`src/rtl/maj_pkg.sv`:
```
// Shared defaults, FSM state type and popcount helper
// for the majority-gate BIST controllers.
package maj_pkg;

    localparam int MAJ_N      = 9;
    localparam int MAJ_THRESH = 5;
    localparam int MAJ_SETTLE = 1;

    typedef enum logic [1:0] {
        ST_IDLE   = 2'd0,
        ST_SETTLE = 2'd1,
        ST_CHECK  = 2'd2,
        ST_DONE   = 2'd3
    } state_t;

    function automatic int popcount(input logic [31:0] v);
        int c;
        c = 0;
        for (int i = 0; i < 32; i++) begin
            c += int'(v[i]);
        end
        return c;
    endfunction

endpackage

```
`src/rtl/maj_ref.sv`:
```
// Combinational reference majority: y = popcount(x) >= THRESH.
// Kept standalone so other BIST variants can reuse it.
module maj_ref
    import maj_pkg::*;
#(
    parameter int N      = MAJ_N,
    parameter int THRESH = MAJ_THRESH
) (
    input  logic [N-1:0] x,
    output logic         y
);

    assign y = (popcount(32'(x)) >= THRESH);

endmodule

```
`src/rtl/maj9_bist_ctrl.sv`:
```
// Exhaustive BIST controller for an N-input majority gate:
// sweeps every pattern, compares dut_y to the reference, tallies errors.
module maj9_bist_ctrl
    import maj_pkg::*;
#(
    parameter int N      = MAJ_N,
    parameter int THRESH = MAJ_THRESH,
    parameter int SETTLE = MAJ_SETTLE
) (
    input  logic         clk,
    input  logic         rst_n,
    input  logic         start,
    output logic [N-1:0] dut_x,
    input  logic         dut_y,
    output logic         busy,
    output logic         done,
    output logic         pass,
    output logic [N:0]   err_count,
    output logic [N-1:0] first_fail_x,
    output logic         first_fail_valid
);

    localparam logic [3:0] LP_LAST  = 4'((SETTLE > 0) ? SETTLE - 1 : 0);
    localparam state_t     LP_FIRST = (SETTLE == 0) ? ST_CHECK : ST_SETTLE;
    localparam logic [N-1:0] LP_ONE_X = {{(N-1){1'b0}}, 1'b1};
    localparam logic [N:0]   LP_ONE_E = {{N{1'b0}}, 1'b1};

    state_t       r_state;
    logic [N-1:0] r_x;
    logic [3:0]   r_cnt;
    logic [N:0]   r_err;
    logic [N-1:0] r_ff;
    logic         r_ffv;
    logic         r_pass;
    logic         r_busy;
    logic         r_done;

    state_t       w_state_n;
    logic [N-1:0] w_x_n;
    logic [3:0]   w_cnt_n;
    logic [N:0]   w_err_n;
    logic [N-1:0] w_ff_n;
    logic         w_ffv_n;
    logic         w_pass_n;
    logic         w_ref;
    logic         w_mis;

    maj_ref #(
        .N      (N),
        .THRESH (THRESH)
    ) u_ref (
        .x (r_x),
        .y (w_ref)
    );

    assign w_mis = (dut_y != w_ref);

    always_comb begin
        w_state_n = r_state;
        w_x_n     = r_x;
        w_cnt_n   = r_cnt;
        w_err_n   = r_err;
        w_ff_n    = r_ff;
        w_ffv_n   = r_ffv;
        w_pass_n  = r_pass;
        unique case (r_state)
            ST_IDLE, ST_DONE: begin
                if (start) begin
                    w_state_n = LP_FIRST;
                    w_x_n     = '0;
                    w_cnt_n   = '0;
                    w_err_n   = '0;
                    w_ffv_n   = 1'b0;
                    w_pass_n  = 1'b0;
                end
            end
            ST_SETTLE: begin
                w_cnt_n = r_cnt + 4'd1;
                if (r_cnt == LP_LAST) begin
                    w_state_n = ST_CHECK;
                end
            end
            ST_CHECK: begin
                if (w_mis) begin
                    w_err_n = r_err + LP_ONE_E;
                    if (!r_ffv) begin
                        w_ff_n  = r_x;
                        w_ffv_n = 1'b1;
                    end
                end
                // last pattern holds at all-ones; pass sees its own mismatch
                if (r_x == '1) begin
                    w_state_n = ST_DONE;
                    w_pass_n  = (w_err_n == '0);
                end else begin
                    w_x_n     = r_x + LP_ONE_X;
                    w_cnt_n   = '0;
                    w_state_n = LP_FIRST;
                end
            end
            default: w_state_n = ST_IDLE;
        endcase
    end

    always_ff @(posedge clk or negedge rst_n) begin
        if (!rst_n) begin
            r_state <= ST_IDLE;
            r_x     <= '0;
            r_cnt   <= '0;
            r_err   <= '0;
            r_ff    <= '0;
            r_ffv   <= 1'b0;
            r_pass  <= 1'b0;
            r_busy  <= 1'b0;
            r_done  <= 1'b0;
        end else begin
            r_state <= w_state_n;
            r_x     <= w_x_n;
            r_cnt   <= w_cnt_n;
            r_err   <= w_err_n;
            r_ff    <= w_ff_n;
            r_ffv   <= w_ffv_n;
            r_pass  <= w_pass_n;
            r_busy  <= (w_state_n == ST_SETTLE) || (w_state_n == ST_CHECK);
            r_done  <= (w_state_n == ST_DONE);
        end
    end

    assign dut_x            = r_x;
    assign busy             = r_busy;
    assign done             = r_done;
    assign pass             = r_pass;
    assign err_count        = r_err;
    assign first_fail_x     = r_ff;
    assign first_fail_valid = r_ffv;

endmodule
```
`config.mk`:
```
export PLATFORM = sky130hd
export DESIGN_NAME = maj9_bist_ctrl
export DESIGN_NICKNAME = d
export VERILOG_FILES = /design/src/rtl/maj_pkg.sv /design/src/rtl/maj_ref.sv /design/src/rtl/maj9_bist_ctrl.sv
export SDC_FILE = /design/constraint.sdc
export NUM_CORES = 1
export LEC_CHECK = 0
export BUFFER_PORTS_ARGS = -buffer_cell sky130_fd_sc_hd__buf_2
export CAP_MARGIN = 20
export CORE_MARGIN = 5
export CORE_UTILIZATION = 30
export CTS_CLUSTER_SIZE = 24
export DETAILED_ROUTE_END_ITERATION = 6
export PLACE_DENSITY = 0.47
export SYNTH_ARGS = -nofsm -noshare
export SYNTH_HDL_FRONTEND = slang
export SYNTH_HIERARCHICAL = 1
export SYNTH_SLANG_ARGS = --single-unit
```
`constraint.sdc`:
```
create_clock -name clk -period 8.36 [get_ports clk]
set_clock_uncertainty 0.05 [all_clocks]
set_input_delay 0 -clock clk [delete_from_list [all_inputs] [get_ports clk]]
set_output_delay 0 -clock clk [all_outputs]
set_load 0.01 [all_outputs]
```
==> impl_metrics.toml, run 1 <==
[critical_path]
worst_ep_required_time_ns = 8.48
end_kind = "flip-flop"
startpoint_type = "flip-flop"
worstPathArrival_ns = 5.26
reg2reg_depth = 16
crit_fanout = 10
critPathKind = "reg -> reg"

[power_and_ir_drop]
p_leak_nw = 1.327
power_density_nw_per_um2 = 215.6
ir_worst_vdd_v = 0.00007937
total_power_uw = 573.0

[finish]
layout_common_cells = "dfrtp_1, buf_2, nand2_1"
syn_to_final_growth_pct = 16.32
layout-drive-gt1-share = 0.1795
nFillCells = 765
final_common_cell = "dfrtp_1"
antenna-diode-count = 0
seq_area_um2 = 950.9
multi_input_area_um2 = 1214
nets = 293

[die]
rows = 31
die_area_um2 = 9460
die_w_um = 97.27
initial_core_util = 0.3117
coreArea_um2 = 7331
ios = 36
die_h_um = 97.27

[job]
cap_viol_max_count = 0

[synth]
ys_seq_area_frac = 0.4162
synth-seq-cells = 38
synth_top_area_frac = 0.4162
postSynthCellCount = 238
async_flop_share = 1.000
netlist_area_um2 = 2285
ys_types = 45
syn-num-nets = 259
synthFlopType = "dfrtp_1"
avgSynthCellArea_um2 = 9.600
synth_edf_count = 0
synth_top_area_cell = "dfrtp_1"
yosys-top-cells-area = "dfrtp_1, ha_1, nand2_1, mux2_1, fa_1"
ys_warn_count = 6

[timing]
period_needed_ns = 5.136
setup_viol = 0
rsz0062_at_grt = "no"
setup_tns_ns = 0
clock.fmax_mhz = 194.7
hold_violations = 0
min_period_over_period = 0.6143
tightest_slew_ns = 0.8792
slew_headroom = 0.4139
slew_violations = 0

[place]
hpwl_um = 3893
place_congestion = 0.7523
io_buffers = 35

[detailed_routing]
vias = 1818
drt-pass1-iter-count = 4
routed_via_density = 4.887
drtAntennaViolNets = 0
dr.first_iter.drc_count = 106
wl_um = 5421
wl_per_cell_um = 14.57
drc_errors = 0

[clock_network]
ctsLongestPathBuffers = 2
numCtsBuffers = 5
post_cts_buffers = 0
cts_tree = "yes"
cts_root_buf = "clkbuf_8"
cts_resized = 0
htreeDepth = 2
clkTransAtPathRegs_ns = 0.08
clkLatencyLatePin_ns = 0.29
clock_sinks = 38

[global_routing]
antenna_found_initial = 0
grt_first_pass_wirelength_um = 8976
grt_pass1_vias = 1711
grt_max_degree = 39
grt_usage = 0.1153
grt_overflow = 0

[run_status]
status = "completed"

[hold_path]
min_path_type = "in -> async"
-- layer usage --
layer	up-vias	share of wire	track usage
met5	-	0	0
met4	0	0.015	0.04153
met3	4	0.027	0.02656
met2	27	0.46	0.1794
met1	870	0.50	0.1564
li1	917	-	-
-- cell type report --
class | instances | share of cell area
sequential | 38 | 0.3578
clock buffer | 7 | 0.03249
tap | 99 | 0.04661
timing repair buffer | 38 | 0.07627
multi-input combinational | 169 | 0.4567
clock inverter | 1 | 0.001883
inverter | 20 | 0.02825
-- worst paths after layout --
kind | startpoint | end | slack [ns]
min in group clk | dut_y | first_fail_valid | 0.34
worst min-delay path | rst_n | first_fail_x[4] | 0.31
worst max register to register | dut_x[0] | first_fail_x[3] | 3.22
worst max-delay path | dut_x[0] | first_fail_x[3] | 3.22
max in group asynchronous | rst_n | first_fail_x[5] | 7.38
worst min register to register | first_fail_x[5] | first_fail_x[5] | 0.44
-- kinds of logic (layout without fill, tap and decap cells) --
kind of cell	Yosys count	count (layout)	synth area share
AO/OA/AOI/OAI	50	50	0.1511
XOR/XNOR	7	7	0.02684
adder cells (fa/ha/maj)	17	17	0.1062
buffers and inverters	31	66	0.05257
flip-flops	38	38	0.4162
multiplexers	11	11	0.05531
AND/OR/NAND/NOR	84	84	0.1917
-- sequential cells by signal (all words and copies together), names as in the netlist --
register          count
dut_x                 9
busy                  1
done                  1
first_fail_x          9
err_count            10
pass                  1
first_fail_valid      1
r_state               2
r_cnt                 4
-- worst max-delay path: stages (launching register included) --
cell      delay (ns)
dfrtp_1         0.45
inv_1           0.09
fa_1            0.56
fa_1            0.43
fa_1            0.43
inv_1           0.06
ha_1            0.16
inv_1           0.06
fa_1            0.53
inv_1           0.06
ha_1            0.21
xnor2_1         0.20
xnor2_1         0.10
o22ai_1         0.23
xor2_1          0.42
nand3b_1        0.51
mux2_1          0.48
-- cells in the mapped netlist (all sizes together), types with 3 or more instances --
cell type and number:
a21o 4, a21oi 5, a22o 9, a32o 3, and3 3, buf 3, clkbuf 8, dfrtp 38
fa 4, ha 13, inv 20, mux2 10, nand2 29, nand3 10, nand4 6, nor2 9
nor2b 3, nor3 8, o21ai 15, o22ai 3, o31ai 3, xnor2 6
-- power breakdown --
part           internal, mW  total (mW)  switching [mW]  leakage (nW)
Clock                0.0666       0.133          0.0662        0.0482
Sequential            0.206       0.224          0.0186         0.521
Combinational        0.0715       0.216           0.145         0.757
-- timing repair --
| item | in CTS | in global routing |
|---|---|---|
| endpoints found under the hold margin | 39 | 0 |
| endpoints found under the setup margin | 0 | 0 |
| hold buffers | 2 | 0 |
-- per-stage QoR --
step	hold WS [ns]	instance area, um^2	setup WS [ns]	util	instances
2_1_floorplan	-0.3456	2285	3.626	-	238
3_3_place_gp	0.1305	2546	3.285	0.3473	362
3_5_place_dp	0.1309	2546	3.174	0.3473	362
4_1_cts	0.3175	2658	3.164	0.3625	372
5_1_grt	0.3671	2658	2.910	0.3625	372
6_report	0.3142	2658	3.224	0.3625	372
Note: power is estimated with default switching activity, not from simulation.
==> inputs of run 2 (changes only) <==
PLACE_DENSITY = 0.48   (was 0.47)
clock period = 4.15 ns   (was 8.36 ns; I/O delays follow)
==> impl_metrics.toml, run 2 (same netlist as run 1, synthesis figures left out) <==
[run_status]
status = "finished, violations left"
violations = "negative setup slack"

[clock_network]
clkLatencyLatePin_ns = 0.29
cts_tree = "yes"
clkTransAtPathRegs_ns = 0.08
htreeDepth = 2
numCtsBuffers = 5
ctsLongestPathBuffers = 2
cts_root_buf = "clkbuf_8"
clock_sinks = 38

[critical_path]
worstPathArrival_ns = 4.84
crit_end = "pass"
crit_fanout = 2
reg2reg_depth = 18
r2r-start = "dut_x[1]"
crit_top_cell = "fa_1"
worst_ep_required_time_ns = 4.33
critical_path.max_stage_delay_ns = 0.51
rrSetupSlack_ns = -0.51
cp_slowest_cell = "fa_1"
startpoint = "dut_x[1]"
critPathKind = "reg -> reg"
r2r_end = "pass"
startpoint_type = "flip-flop"
end_kind = "flip-flop"
path_cells = "inv_2 > fa_1 > fa_1 > fa_1 > inv_1 > ha_2 > inv_2 > fa_1 > inv_1 > ha_2 > nand4bb_1 > o22ai_1 > o22ai_2 > xnor2_2 > or3b_4 > mux2_4 > o22ai_2 > a32o_1"

[finish]
antenna-diode-count = 0
layout_common_cells = "dfrtp_1, buf_2, nand2_1"
nets = 315
layout-drive-gt1-share = 0.3322
utilization = 0.4062
largest_reg_flops = 10
syn_to_final_growth_pct = 30.34

[timing]
min_period_over_period = 1.124
slew_headroom = 0.4104
setup_viol = 21
tightest_slew_ns = 0.8844
clock.fmax_mhz = 214.4
setup_slack_ns = -0.5132
setup_tns_ns = -7.987
hold_violations = 0
period_needed_ns = 4.663
slew_violations = 0
rsz0062_at_grt = "yes"

[die]
initial_core_util = 0.3117
die_w_um = 97.27
die_h_um = 97.27
die_area_um2 = 9460
coreArea_um2 = 7331
ios = 36
rows = 31

[place]
place_congestion = 0.7486
hpwl_um = 4036
io_buffers = 35
pre_cts_ws_ns = -0.4593

[detailed_routing]
wl_per_cell_um = 14.29
dr.first_iter.drc_count = 83
wl_um = 5629
drc_errors = 0
drt-pass1-iter-count = 4
drtAntennaViolNets = 0
routed_via_density = 4.888
vias = 1926

[power_and_ir_drop]
p_comb_frac = 0.412
ir_worst_vdd_v = 0.0003233
internal_power_uw = 736.7
p_leak_nw = 1.503
clkPwrFrac = 0.220
power_density_nw_per_um2 = 410.3
p_seq_frac = 0.369
netSwitchingFraction = 0.3970
switching_power_uw = 485.1

[global_routing]
grt_pass1_vias = 1962
grt_overflow = 0
antenna_found_initial = 0
grt_usage = 0.1258
grt_first_pass_wirelength_um = 9798
grt_max_degree = 39

[job]
cap_viol_max_count = 0

[hold_path]
min_path_type = "in -> async"
run 2: worst min-delay path by stage:
stage,cells after the start,end,from
2_1_floorplan,0,busy,rst_n
3_3_place_gp,1,first_fail_x[3],rst_n
3_5_place_dp,1,dut_x[4],rst_n
4_1_cts,2,first_fail_x[0],rst_n
5_1_grt,2,first_fail_x[3],rst_n
6_report,2,dut_x[4],rst_n
run 2: stage by stage:
step	power, mW	instances	hold WS [ns]	instance area [um^2]
final	1.222	394	0.3130	2978
after global routing	1.330	394	0.4094	2978
after CTS	1.233	391	0.3498	2902
after detailed placement	0.9361	379	0.1291	2726
after global placement	0.9346	379	0.1323	2726
after floorplan	0.7837	238	-0.3456	2347
run 2: area by class of cell:
cell class | instances | area [um^2]
clock buffers | 7 | 86.33
fillers | 726 | 4353
repair buffers | 60 | 401.6
well taps | 99 | 123.9
clock inverters | 1 | 5.005
inverters | 20 | 75.07
flip-flops and latches | 38 | 954.7
multi-input cells | 169 | 1331
run 2: critical path: cells and delay by family (launching register included):
family | cells | cell delay (ns)
AO/OA/AOI/OAI | 4 | 0.63
XOR/XNOR | 1 | 0.16
multiplexers | 1 | 0.31
AND/OR/NAND/NOR | 2 | 0.60
buffers and inverters | 4 | 0.22
adder cells (fa/ha/maj) | 6 | 2.21
flip-flops | 1 | 0.42
run 2: power groups by stage:
stage          registers [mW]  clock network [mW]  logic (mW)
2_1_floorplan           0.464                   0       0.320
3_3_place_gp            0.455                   0       0.480
3_5_place_dp            0.454                   0       0.482
4_1_cts                 0.449               0.280       0.505
5_1_grt                 0.456               0.295       0.578
6_report                0.450               0.268       0.503
run 2: layer usage:
metal / track usage / up-vias / wire, um
met2: 0.1953 / 37 / 2470
met3: 0.03374 / 2 / 241
met5: 0 / - / 0
met1: 0.1739 / 931 / 2879
li1: - / 956 / -
met4: 0.03195 / 0 / 38
run 2: what timing repair did:
item,in CTS,in global routing
pin swaps,3,4
setup endpoints to repair,21,21
hold buffers,2,0
resized for setup,14,11
hold endpoints to repair,39,0
setup buffers,2,3
cloned,0,0
==> inputs of run 3 (changes only) <==
PLACE_DENSITY = not set   (was 0.48)
PLACE_DENSITY_LB_ADDON = 0.08   (was not set)
==> impl_metrics.toml, run 3 (same netlist as run 1, synthesis figures left out) <==
[run_status]
status = "finished, violations left"
violations = "negative setup slack"

[power_and_ir_drop]
p_leak_nw = 1.540
ir_worst_vdd_v = 0.0003247
switching_power_uw = 490.2
p_seq_frac = 0.367
p_comb_frac = 0.413
power_density_nw_per_um2 = 400.8
internal_power_uw = 734.8
netSwitchingFraction = 0.4002
total_power_mw = 1.225
clkPwrFrac = 0.219

[place]
dp_cells = 379
io_buffers = 35
pre_cts_ws_ns = -0.4620
place_congestion = 0.7606
hpwl_um = 4156

[critical_path]
reg2reg_depth = 18
startpoint_type = "flip-flop"
critPathKind = "reg -> reg"
r2r-start = "dut_x[3]"
worst_ep_required_time_ns = 4.33
rrSetupSlack_ns = -0.49
end_kind = "flip-flop"
r2r_end = "pass"
worstPathArrival_ns = 4.82
crit_fanout = 2

[global_routing]
grt_first_pass_wirelength_um = 9867
grt_pass1_vias = 1898
antenna_found_initial = 0
grt_max_degree = 39
grt_overflow = 0
grt_usage = 0.1290

[die]
rows = 31
die_h_um = 97.27
ios = 36
die_w_um = 97.27
coreArea_um2 = 7331
die_area_um2 = 9460
initial_core_util = 0.3117

[detailed_routing]
drc_errors = 0
wl_per_cell_um = 15.02
drt-pass1-iter-count = 4
vias = 1951
routed_via_density = 4.914
dr.first_iter.drc_count = 59
drtAntennaViolNets = 0
wl_um = 5963

[clock_network]
clock_sinks = 38
ctsLongestPathBuffers = 2
clkTransAtPathRegs_ns = 0.08
numCtsBuffers = 5
cts_root_buf = "clkbuf_8"
cts_tree = "yes"
clkLatencyLatePin_ns = 0.29
htreeDepth = 2

[timing]
setup_viol = 21
period_needed_ns = 4.639
clock.fmax_mhz = 215.5
setup_slack_ns = -0.4895
hold_violations = 0
slew_violations = 0
slew_headroom = 0.3968
rsz0062_at_grt = "yes"
min_period_over_period = 1.118
tightest_slew_ns = 0.9029
setup_tns_ns = -8.069

[finish]
final_cells = 397
largest_reg_flops = 10
nets = 318
layout-drive-gt1-share = 0.3591
syn_to_final_growth_pct = 33.79
antenna-diode-count = 0
nFillCells = 731
utilization = 0.4170
layout_common_cells = "dfrtp_1, buf_2, nand2_1"

[job]
cap_viol_max_count = 0

[hold_path]
min_path_type = "in -> async"
-- run 3: critical path, cell delays in order (launching register included) --
cell and delay [ns]:
dfrtp_2 0.41, inv_2 0.06, fa_1 0.43, fa_1 0.53
fa_1 0.40, inv_1 0.07, ha_2 0.18, inv_2 0.04
fa_1 0.49, inv_1 0.05, ha_2 0.19, nand4bb_1 0.17
o22ai_1 0.20, o22ai_2 0.15, xnor2_2 0.16, or3b_4 0.40
mux2_4 0.31, o22ai_2 0.14, a32o_1 0.17
-- run 3: metal layers --
metal  global-route usage  vias up  share of wire
li1                     -      963              -
met1               0.1818      946           0.50
met2               0.1927       36           0.44
met3              0.03733        6          0.047
met4              0.03621        0          0.014
met5                    0        -              0
-- run 3: final cells by class --
cell class	instances	area (um^2)	area share
clock buffer	7	86.33	0.02824
sequential	38	954.7	0.3123
inverter	20	75.07	0.02456
clock inverter	1	5.005	0.001637
tap	99	123.9	0.04052
multi-input combinational	169	1380	0.4515
timing repair buffer	63	431.7	0.1412
-- run 3: timing repair --
| action | 4_1_cts | 5_1_grt |
|---|---|---|
| hold endpoints to repair | 39 | 0 |
| pin swaps | 7 | 18 |
| gates cloned | 0 | 1 |
| resized for setup | 20 | 17 |
| setup buffers | 5 | 4 |
| setup endpoints to repair | 21 | 21 |
| hold buffers | 2 | 0 |
-- run 3: worst max-delay path by stage --
stage             start    to  slack, ns
2_1_floorplan  dut_x[0]  pass      -0.49
3_3_place_gp   dut_x[1]  pass      -0.43
3_5_place_dp   dut_x[1]  pass      -0.46
4_1_cts        dut_x[0]  pass      -0.45
5_1_grt        dut_x[3]  pass      -0.73
6_report       dut_x[3]  pass      -0.49
-- run 3: through the flow --
stage	hold WS (ns)	cell area, um^2
floorplan	-0.3456	2347
global placement	0.1447	2726
detailed placement	0.1414	2726
CTS	0.3481	2962
global route	0.4282	3057
finish	0.3226	3057
-- run 3: power by group through the flow --
stage / Combinational [mW] / Clock (mW) / Sequential (mW)
2_1_floorplan: 0.320 / 0 / 0.464
3_5_place_dp: 0.487 / 0 / 0.456
5_1_grt: 0.581 / 0.295 / 0.456
6_report: 0.506 / 0.269 / 0.450
3_3_place_gp: 0.488 / 0 / 0.456
4_1_cts: 0.507 / 0.280 / 0.449
